File: src/rtl/imem_pkg.sv
// imem_pkg: shared FSM encoding, NOP word and default sizing for the instruction-memory responder
package imem_pkg;
  localparam logic [1:0] S_IDLE = 2'd0;
  localparam logic [1:0] S_WAIT = 2'd1;
  localparam logic [1:0] S_RESP = 2'd2;
  localparam logic [15:0] NOP = 16'h0000;
  localparam int DEF_LAT = 2;
  localparam int DEF_ADDR_W = 8;
endpackage

File: src/rtl/imem_array.sv
// imem_array: 1-write/1-read synchronous RAM with registered, read-before-write read port
module imem_array
  import imem_pkg::*;
#(
  parameter int ADDR_W = DEF_ADDR_W
) (
  input  logic              clk,
  input  logic              we,
  input  logic [ADDR_W-1:0] waddr,
  input  logic [15:0]       wdata,
  input  logic              re,
  input  logic [ADDR_W-1:0] raddr,
  output logic [15:0]       rdata
);
  logic [15:0] mem [2**ADDR_W];
  logic [15:0] rdata_q;
  always_ff @(posedge clk) begin
    if (we) mem[waddr] <= wdata;
    if (re) rdata_q <= mem[raddr];
  end
  assign rdata = rdata_q;
endmodule

File: src/rtl/imem_responder.sv
// imem_responder: four-phase instruction fetch responder with wait states and a program-load port
module imem_responder
  import imem_pkg::*;
#(
  parameter int ADDR_W = DEF_ADDR_W,
  parameter int LAT    = DEF_LAT
) (
  input  logic        clk,
  input  logic        rst,
  input  logic        en_ram_in,
  input  logic [15:0] addr,
  output logic [15:0] ins,
  output logic        en_ram_out,
  input  logic        ld_en,
  input  logic [15:0] ld_addr,
  input  logic [15:0] ld_data,
  output logic        busy
);
  localparam logic [3:0] CNT_INIT = 4'(LAT - 1);
  logic [1:0] state_q, state_d;
  logic [3:0] cnt_q, cnt_d;
  logic [15:0] addr_q, addr_d;
  logic en_q, en_d, busy_q, busy_d, zero_q, zero_d, rd_en, ld_ok;
  logic [15:0] rd_data;
  assign ld_ok = ld_en && (ld_addr[15:ADDR_W] == '0);
  imem_array #(.ADDR_W(ADDR_W)) u_array (
    .clk   (clk),
    .we    (ld_ok),
    .waddr (ld_addr[ADDR_W-1:0]),
    .wdata (ld_data),
    .re    (rd_en),
    .raddr (addr_q[ADDR_W-1:0]),
    .rdata (rd_data)
  );
  always_comb begin
    state_d = state_q;
    cnt_d = cnt_q;
    addr_d = addr_q;
    en_d = en_q;
    zero_d = zero_q;
    rd_en = 1'b0;
    case (state_q)
      S_IDLE: if (en_ram_in) begin
        state_d = S_WAIT;
        addr_d = addr;
        cnt_d = CNT_INIT;
      end
      S_WAIT: if (!en_ram_in) state_d = S_IDLE;
      else if (cnt_q == 4'd0) begin
        rd_en = 1'b1;
        zero_d = addr_q[15:ADDR_W] != '0;
        en_d = 1'b1;
        state_d = S_RESP;
      end else cnt_d = cnt_q - 4'd1;
      S_RESP: if (!en_ram_in) begin
        en_d = 1'b0;
        state_d = S_IDLE;
      end
      default: state_d = S_IDLE;
    endcase
    busy_d = state_d != S_IDLE;
  end
  always_ff @(posedge clk or negedge rst) begin
    if (!rst) begin
      state_q <= S_IDLE;
      cnt_q <= 4'd0;
      addr_q <= 16'h0000;
      en_q <= 1'b0;
      busy_q <= 1'b0;
      zero_q <= 1'b1;
    end else begin
      state_q <= state_d;
      cnt_q <= cnt_d;
      addr_q <= addr_d;
      en_q <= en_d;
      busy_q <= busy_d;
      zero_q <= zero_d;
    end
  end
  // RAM output has no reset; zero_q forces the NOP word after reset and for out-of-range fetches
  assign ins = zero_q ? NOP : rd_data;
  assign en_ram_out = en_q;
  assign busy = busy_q;
endmodule
File: config.mk
export PLATFORM = sky130hd
export DESIGN_NAME = imem_responder
export DESIGN_NICKNAME = d
export VERILOG_FILES = /design/src/rtl/imem_pkg.sv /design/src/rtl/imem_array.sv /design/src/rtl/imem_responder.sv
export SDC_FILE = /design/constraint.sdc
export NUM_CORES = 2
export LEC_CHECK = 0
export CAP_MARGIN = 20
export CORE_ASPECT_RATIO = 1.75
export CORE_MARGIN = 4
export CORE_UTILIZATION = 44
export CTS_BUF_LIST = sky130_fd_sc_hd__clkbuf_8
export CTS_CLUSTER_DIAMETER = 150
export CTS_CLUSTER_SIZE = 20
export DETAILED_ROUTE_END_ITERATION = 16
export GPL_ROUTABILITY_DRIVEN = 0
export PLACE_DENSITY = 0.68
export SLEW_MARGIN = 5
export SYNTH_ARGS = -nofsm -noshare
export SYNTH_HDL_FRONTEND = slang
export SYNTH_SLANG_ARGS = --single-unit
File: constraint.sdc
create_clock -name clk -period 4.1 [get_ports clk]
set_input_delay 0.615 -clock clk [delete_from_list [all_inputs] [get_ports clk]]
set_output_delay 0.615 -clock clk [all_outputs]
set_load 0.005 [all_outputs]
==> impl_results.md <==
- TNS Setup: 0 ps
- Cell Rows: just under 300
- FF/Latch Area: approximately 120,000 um^2
- Ys async rst share: 0.604%
- Critical Path RT: just over 5000 ps
- Simple-gate share of the synthesized area: 1.85%
- CTS tree: yes
- Crit. End Element: register
- Top_reg_cell synth: edfxtp_1
- Worst Max-Slew Pin Slew: 1350 ps
- Clock latency at the later pin of the worst-skew pair: between 1000 and 1500 ps
- Arrival time at the worst endpoint: approximately 5000 ps
- HP Class: input port to register
- CTS Buffer Depth: 4
- Detail Placement HPWL: 283,000 um
- Synthesis-to-finish area growth: 8.75%
- Synth Area in Compound Gates: roughly 3.5%
- Placed Area: between 150,000 and 200,000 um^2
- Chip Height: roughly 810 um
- Die area: 376,000 um^2
- Multi-input gate area: 33,400 um^2
- Power per cell area: 534 nW/um^2
- Post-synthesis sequential area ratio: 77.1%
- Tmin final: between 4000 and 5000 ps
- RSZ-0062 raised after global routing: no
- Core Footprint: 364,000 um^2
- Share of cells above drive strength 1: 21.9%
- # Max-Cap Violations: 0
- GRT Total Usage: between 20% and 30%
- Most frequent cells in the layout: edfxtp_1 (4,112), mux4_2 (684), buf_4 (550), mux2i_1 (512), nor2_1 (276)
- Syn_area_per_cell: 21.9 um^2
- Final core occ: about half
- Vias/cell: between 6 and 7
- Buf+Inv Stages, Crit Path: 2
- Nets: ~8.0k
- Slew headroom: 9.93%
- Final wirelength: 439,000 um
- Post-Synth XOR/XNOR Area: less than 1%
- Largest delay contributor family on the critical path: simple AND/OR/NAND/NOR gates
- Status: completed
- Crit-path most repeated cell: buf_12
- Final Hold Viols: 0
- Synth Area in Adders: 0.0155%
- Yosys warning count: 0
- Chip width: 465 um
- Largest family of logic cells by synthesized area: multiplexers
- Non-filler cells, final: between 10k and 15k
- EDFF count, synth: ~4.1k
- Critical-path cell list: or2_4, buf_12, buf_12, o221ai_1, a21oi_1, a211oi_1, nand3_1, nor4_1
- Max VDD drop: about 0.00056 V
- Htree depth: 4
- Slowest cell delay on critical path: 640 ps
- CP Launch Type: register
- CTS buffer count: around 230
- DR vias: 78.8k
- Worst Clk Skew: ~120 ps
- Post-Syn Area: approximately 160,000 um^2
- Fmax: between 0.2 and 0.25 GHz
- DRC viols: 0
- Final worst slack: around 40 ps
- Critical path type: register to register
- # port buffers: 69
- Placed Cells: between 10k and 15k
- Antenna-violating nets left: 0
- CTS sink cnt: around 4.1k
- Starting Density: 44.2%
- Cell count after synthesis: around 7.4k
- Vias in the first global route: ~80k
- Total power: 93.4 mW
- Netlist cell types: 71
- Initial antenna violation count: 24
- Setup violators final: 0
- Mux contribution to synthesized area: between 15 and 20%
- 1st-iter DRT viols: approximately 9.6k
- Worst hold slack: between 50 and 60 ps
- Total iterations of the first detailed-routing run: 6
- Largest net degree at the start of global routing: roughly 150
- WL/cell: approximately 34 um
- Max FO, Critical Path: 27
- Reg clk slew, reported paths: between 100 and 150 ps
- Total congestion overflow: 0
- Synth Register Bits: between 4k and 5k
- Design area: approximately 180,000 um^2
- Leakage Power: roughly 55 nW
- Io pins: 70
- Tcrit/Tclk final: between 90% and 100%
- Commonest non-fill, non-tap cell in the layout: edfxtp_1
- Syn nets: about 7.4k
- Pre-CTS setup slack: roughly 32 ps
- CP max stage cell: dfrtp_4
- Max-slew violation total from the final report: 0
- First-pass GRT wire length: 614,000 um
- Root Driver: clkbuf_8
- Number of fill cells: just under 30k
## flip-flops by register name, summed over array words and instances (netlist names)
name	count
addr_q	16
busy	1
cnt_q	4
en_ram_out	1
state_q	2
u_array.mem	4096
u_array.rdata	16
zero_q	1
## area by class of cell
type / count / share of cell area [%]
antenna: 33 / 0.0472
clock inverter: 50 / 0.111
multi-input combinational: 2766 / 19.1
clock buffer: 236 / 1.86
timing repair buffer: 771 / 4.49
tap: 4867 / 3.48
sequential: 4137 / 70.9
inverter: 6 / 0.0200
## synth_stat cells (34+ instances only)
| cell type | count | share of area, % |
|---|---|---|
| edfxtp_1 | 4112 | 77 |
| mux4_2 | 684 | 9.6 |
| mux2i_1 | 512 | 3.2 |
| nor2_1 | 284 | 0.66 |
| o221ai_1 | 223 | 1.2 |
| mux4_1 | 139 | 2.3 |
| o22ai_1 | 138 | 0.54 |
| clkbuf_1 | 134 | 0.31 |
| a21oi_1 | 123 | 0.38 |
| nand2_1 | 90 | 0.21 |
| buf_2 | 86 | 0.27 |
| nor3_1 | 76 | 0.24 |
| buf_8 | 57 | 0.53 |
| a221oi_1 | 52 | 0.28 |
| a22oi_1 | 50 | 0.23 |
| mux2_2 | 41 | 0.29 |
| o21ai_0 | 41 | 0.13 |
| buf_4 | 38 | 0.18 |
| a22o_1 | 37 | 0.20 |
| buf_12 | 35 | 0.44 |
| nor4_1 | 34 | 0.13 |
## where the power goes
group | switching [mW] | total (mW) | leakage (nW) | internal, mW
clock network | 12.1 | 17.3 | 1.96 | 5.24
logic | 17.4 | 29.1 | 15.6 | 11.8
registers | 0.328 | 47.0 | 37.2 | 46.6
## routing by layer
layer  vias to the layer above  GRT usage, %  routed length [um]
li1                      32100             -                   -
met1                     41900          26.0              146000
met2                      3729          40.1              227000
met3                       985          2.88               27400
met4                        18          16.1               38100
met5                         -             0                 172
## worst paths after layout
check                           start                  to  slack (ps)  cells past startpoint
max in group asynchronous         rst           addr_q[4]        3240                      2
hold / removal             ld_data[3]  u_array.mem[56][3]          60                      1
setup reg to reg            addr_q[1]    u_array.rdata[9]          40                      8
min in group asynchronous         rst           addr_q[0]         150                      2
hold reg to reg            addr_q[12]          addr_q[12]         530                      1
setup / recovery            addr_q[1]    u_array.rdata[9]          40                      8
## repair_timing
item	CTS	global route
endpoints found under the setup margin	1	0
endpoints found under the hold margin	175	0
setup buffers	0	0
hold buffers	7	0
resized for setup	1	0
## kinds of logic (layout without fill, tap and decap cells)
family,Yosys count,count (layout)
adder cells (fa/ha/maj),2,2
flip-flops,4137,4137
multiplexers,1376,1376
AO/OA/AOI/OAI,755,755
XOR/XNOR,2,2
other,0,33
AND/OR/NAND/NOR,631,631
buffers and inverters,450,1063
(Power assumes the default switching activity.)
